===== src/rtl/alu_issue_wb.sv =====
// alu_issue_wb: issue/writeback stage wrapped around a 16-bit ALU.
// Accepts one instruction per handshake, reads operands from an internal
// register file, holds them on the ALU inputs, captures the ALU result and
// writes it back along with the zero flag.
// Optional feature macro: ALU_ISSUE_DBG_PORT_EN adds a combinational
// register-file read port (dbg_addr / dbg_data).
module alu_issue_wb #(
  parameter  int DATA_W = 16,
  parameter  int NREG   = 8,
  localparam int AW     = $clog2(NREG)
) (
  input  logic              clk,
  input  logic              rst,
  input  logic              instr_valid,
  output logic              instr_ready,
  input  logic [2:0]        instr_op,
  input  logic [AW-1:0]     instr_rd,
  input  logic [AW-1:0]     instr_rs1,
  input  logic [AW-1:0]     instr_rs2,
  input  logic              instr_imm_sel,
  input  logic [7:0]        instr_imm,
  output logic [DATA_W-1:0] alu_in1,
  output logic [DATA_W-1:0] alu_in2,
  output logic [2:0]        alu_op,
  input  logic [DATA_W-1:0] alu_out,
  input  logic              alu_z,
  output logic              wb_valid,
  output logic [AW-1:0]     wb_rd,
  output logic [DATA_W-1:0] wb_data,
  output logic              z_flag
`ifdef ALU_ISSUE_DBG_PORT_EN
  ,
  input  logic [AW-1:0]     dbg_addr,
  output logic [DATA_W-1:0] dbg_data
`endif
);

  typedef enum logic [1:0] {
    ST_IDLE = 2'd0,
    ST_EXEC = 2'd1,
    ST_WAIT = 2'd2,
    ST_WB   = 2'd3
  } state_t;

  state_t              state_q, state_d;
  logic [DATA_W-1:0]   in1_q, in2_q;
  logic [2:0]          op_q;
  logic [AW-1:0]       rd_q;
  logic [DATA_W-1:0]   result_q;
  logic                zres_q;
  logic                z_flag_q;
  logic [DATA_W-1:0]   rf_q [NREG];
  logic                accept;

  // State register; reset abandons any in-flight instruction.
  always_ff @(posedge clk or posedge rst) begin
    if (rst) state_q <= ST_IDLE;
    else     state_q <= state_d;
  end

  // Next-state and handshake/writeback strobes; fixed 4-cycle sequence.
  always_comb begin
    state_d     = state_q;
    instr_ready = 1'b0;
    wb_valid    = 1'b0;
    accept      = 1'b0;
    case (state_q)
      ST_IDLE: begin
        instr_ready = 1'b1;
        accept      = instr_valid;
        if (instr_valid) state_d = ST_EXEC;
      end
      ST_EXEC: state_d = ST_WAIT;
      ST_WAIT: state_d = ST_WB;
      ST_WB: begin
        wb_valid = 1'b1;
        state_d  = ST_IDLE;
      end
      default: state_d = ST_IDLE;
    endcase
  end

  // Operand/opcode/destination capture, only on acceptance; held otherwise.
  always_ff @(posedge clk or posedge rst) begin
    if (rst) begin
      in1_q <= '0;
      in2_q <= '0;
      op_q  <= '0;
      rd_q  <= '0;
    end else if (accept) begin
      in1_q <= rf_q[instr_rs1];
      in2_q <= instr_imm_sel ? {{(DATA_W-8){1'b0}}, instr_imm} : rf_q[instr_rs2];
      op_q  <= instr_op;
      rd_q  <= instr_rd;
    end
  end

  // Sample the ALU two edges after acceptance so a registered ALU also fits.
  always_ff @(posedge clk or posedge rst) begin
    if (rst) begin
      result_q <= '0;
      zres_q   <= 1'b0;
    end else if (state_q == ST_WAIT) begin
      result_q <= alu_out;
      zres_q   <= alu_z;
    end
  end

  // Architectural zero flag commits together with the register write.
  always_ff @(posedge clk or posedge rst) begin
    if (rst)                    z_flag_q <= 1'b0;
    else if (state_q == ST_WB)  z_flag_q <= zres_q;
  end

  // Register file: flops so the whole array clears on reset; R0 is writable.
  always_ff @(posedge clk or posedge rst) begin
    if (rst) begin
      for (int i = 0; i < NREG; i++) rf_q[i] <= '0;
    end else if (state_q == ST_WB) begin
      rf_q[rd_q] <= result_q;
    end
  end

  assign alu_in1 = in1_q;
  assign alu_in2 = in2_q;
  assign alu_op  = op_q;
  assign wb_rd   = rd_q;
  assign wb_data = result_q;
  assign z_flag  = z_flag_q;

`ifdef ALU_ISSUE_DBG_PORT_EN
  assign dbg_data = rf_q[dbg_addr];
`endif

endmodule


===== config.mk =====
export PLATFORM = sky130hd
export DESIGN_NAME = alu_issue_wb
export DESIGN_NICKNAME = d
export VERILOG_FILES = /design/src/rtl/alu_issue_wb.sv
export SDC_FILE = /design/constraint.sdc
export NUM_CORES = 1
export LEC_CHECK = 0
export CORE_ASPECT_RATIO = 1.5
export CORE_UTILIZATION = 40
export CTS_CLUSTER_DIAMETER = 30
export DETAILED_ROUTE_END_ITERATION = 10
export PLACE_DENSITY = 0.58
export SKIP_CTS_REPAIR_TIMING = 1
export SLEW_MARGIN = 20
export SYNTH_ARGS = -nofsm -noshare
export SYNTH_HDL_FRONTEND = slang
export SYNTH_SLANG_ARGS = --single-unit

===== constraint.sdc =====
create_clock -name clk -period 5.43 [get_ports clk]
set_input_delay 0.543 -clock clk [delete_from_list [all_inputs] [get_ports clk]]
set_output_delay 0.543 -clock clk [all_outputs]
set_load 0.1 [all_outputs]

==> impl_metrics.env <==
export IMPL_insertion_delay_ns=0.44
export IMPL_io_buffers=97
export IMPL_synthDistinctLibCells=32
export IMPL_avgRoutedWirePerCell_um=23.5
export IMPL_rr_endpoint="rf_q[71]$_DFFE_PP0P_"
export IMPL_ios=98
export IMPL_synth_ff_latch_count=186
export IMPL_fin_crit_sh_pct=57.8
export IMPL_finalWeightedCongestion=0.813
export IMPL_hold_class="flop to flop"
export IMPL_synth_top_area_cell="dfrtp_1"
export IMPL_endpoint="wb_valid"
export IMPL_drv_cap=0
export IMPL_synthCells=714
export IMPL_fmax_mhz=319
export IMPL_routed_wl_mm=25.3
export IMPL_synth_top_area_share_pct=50.6
export IMPL_slew_headroom_pct=20.8
export IMPL_placedCellCount=1047
export IMPL_area_growth_pct=20.0
export IMPL_syn_area_per_cell_sq_um=12.9
export IMPL_post_dp_hpwl_mm=16.0
export IMPL_drtAntennaViolNets=0
export IMPL_yosysSeqAreaShare_pct=50.6
export IMPL_finalNonFillerCells=1080
export IMPL_first_pass_iters=5
export IMPL_drive_above_1_share_pct=28.1
export IMPL_crit_buf_inv=1
export IMPL_fin_crit_ns=3.14
export IMPL_final_hold_viol_count=0
export IMPL_crit_start="state_q[1]$_DFFE_PP0P_"
export IMPL_numClockSinks=186
export IMPL_worst_setup_path_start_kind="flop"
export IMPL_antenna_found_initial=0
export IMPL_detailedRoute_firstIterationViolations=364
export IMPL_fin_skew_ns=0.0124
export IMPL_h_tree_depth=4
export IMPL_cp_top_family="buffers and inverters"
export IMPL_cts_buffer_depth=2
export IMPL_required_ns=4.89
export IMPL_power_density_nw_per_um2=696
export IMPL_fp_dieH_um=188
export IMPL_crit_path_end_kind="primary output"
export IMPL_fp_dieArea_sq_um=23600
export IMPL_slowest_delay_ns=1.24
export IMPL_tightest_slew_ns=1.18
export IMPL_initial_core_util_pct=40.9
export IMPL_r2r_slack_ns=2.84
export IMPL_cts_made_buffers=17
export IMPL_tritoncts="done"
export IMPL_rr_worst_depth=3
export IMPL_cp_slowest_cell="clkdlybuf4s50_1"
export IMPL_via_per_inst=5.81
export IMPL_status="finished, final reports clean"
export IMPL_nNetsFinal=837
export IMPL_grt_pass1_vias=6626
export IMPL_final_cell_mix="dfrtp_1 (186), mux2_2 (151), mux2i_1 (96)"
export IMPL_rows=67
export IMPL_grt_total_usage_pct=22.5
export IMPL_synthTopCellsByArea="dfrtp_1 (51%), mux2_2 (19%), mux2i_1 (10%)"
export IMPL_path_class="flop to primary output"
export IMPL_grt_ovfl_total=0
export IMPL_vias=6270
export IMPL_critical_path_cell_chain="ha_1 > clkdlybuf4s50_1"
export IMPL_grt_pass1_wl_mm=39.4
export IMPL_final_setup_tns_ns=0
export IMPL_multi_input_area_sq_um=4260
export IMPL_path_max_fanout=8
export IMPL_clk_pin_slew_ns=0.07
export IMPL_die_w_um=126
export IMPL_layout_cells_most_common="dfrtp_1"
export IMPL_seq_area_sq_um=4650
export IMPL_r2r_start="state_q[1]$_DFFE_PP0P_"
export IMPL_n_fill_cell=2001
export IMPL_netlist_area_sq_um=9190
export IMPL_synth_nets=759
export IMPL_slew_viol_final=0
export IMPL_grt_start_max_net_pins=187
export IMPL_path_depth=2
export IMPL_cts_root_buffer="clkbuf_16"
export IMPL_rsz0062_at_grt="no"
export IMPL_power_leakage_uw=0.00500
export IMPL_ys_warn_count=0
export IMPL_finalSetupViolCount=0
export IMPL_post_route_drc_count=0
export IMPL_diodes=0
export IMPL_arrival_ns=2.59
export IMPL_max_vdd_ir_drop_mv=0.379
export IMPL_core_area_sq_um=22500
## layout make-up
| cell class | instances | area share [%] |
|---|---|---|
| multi-input combinational | 475 | 38.6 |
| timing repair buffer | 109 | 10.1 |
| clock inverter | 12 | 1.79 |
| sequential | 186 | 42.2 |
| clock buffer | 19 | 4.01 |
| tap | 276 | 3.13 |
| inverter | 3 | 0.136 |
## sequential cells by signal, summed over array words and instances, names as in the netlist
name     cells
state_q      2
z_flag       1
zres_q       1
alu_in1     16
alu_in2     16
wb_rd        3
rf_q       128
wb_data     16
alu_op       3
## metal layers
| layer | share of wire, % | global-route usage, % | vias up |
|---|---|---|---|
| li1 | - | - | 2757 |
| met1 | 42 | 27.8 | 3241 |
| met2 | 51 | 37.9 | 213 |
| met3 | 4.1 | 3.71 | 59 |
| met4 | 3.8 | 11.0 | 0 |
| met5 | 0 | 0 | - |
## report_power, final
part,internal (uW),switching (uW),total [uW]
registers,2040,654,2690
logic,1280,2340,3620
clock network,825,539,1360
## worst register-to-register path, cell delays in order (launching register included)
cell      delay, ns
dfrtp_1        0.39
ha_1           0.53
nand4b_2       0.95
mux2_2         0.60
## through the flow
step	total power (uW)	worst slack, ns	cell area [sq um]	hold slack, ns	utilization, %
2_1_floorplan	5340	2.49	9190	0.475	-
3_3_place_gp	6230	2.74	10300	0.455	45.9
3_5_place_dp	6350	2.68	10300	0.462	46.0
4_1_cts	7720	2.23	11000	0.481	48.9
5_1_grt	8030	2.21	11000	0.503	49.1
6_report	7680	2.29	11000	0.476	49.1
## Yosys cell counts, drive strengths merged
library cell,n
nor2b,5
clkbuf,17
nor3b,2
nand3,16
o22ai,16
mux4,8
a22oi,48
ha,4
nand4,1
buf,33
o31ai,8
nor2,18
dfrtp,186
nand4b,3
mux2i,96
a21oi,9
nand2b,3
mux2,163
and2,3
nor3,3
nand2,69
inv,3
## cell families after synthesis
family                     after synthesis  synth area share, %
AOI/OAI and AO/OA                       81                 6.15
adders and majority gates                4                0.545
buffers and inverters                   53                 3.23
DFF                                    186                 50.6
muxes                                  267                 32.8
and+or+nand+nor                        123                 6.63
## how the worst min path moves through the flow
stage	startpoint	to	slack, ns	cells after the start
3_3_place_gp	alu_op[1]$_DFFE_PP0P_	alu_op[1]$_DFFE_PP0P_	0.46	2
3_5_place_dp	alu_in1[10]$_DFFE_PP0P_	alu_in1[10]$_DFFE_PP0P_	0.46	2
5_1_grt	alu_op[1]$_DFFE_PP0P_	alu_op[1]$_DFFE_PP0P_	0.50	2
2_1_floorplan	zres_q$_DFFE_PP0N_	zres_q$_DFFE_PP0N_	0.47	1
6_report	alu_in1[0]$_DFFE_PP0P_	alu_in1[0]$_DFFE_PP0P_	0.48	2
4_1_cts	alu_in1[12]$_DFFE_PP0P_	alu_in1[12]$_DFFE_PP0P_	0.48	2
Note: power is estimated with default switching activity, not from simulation.
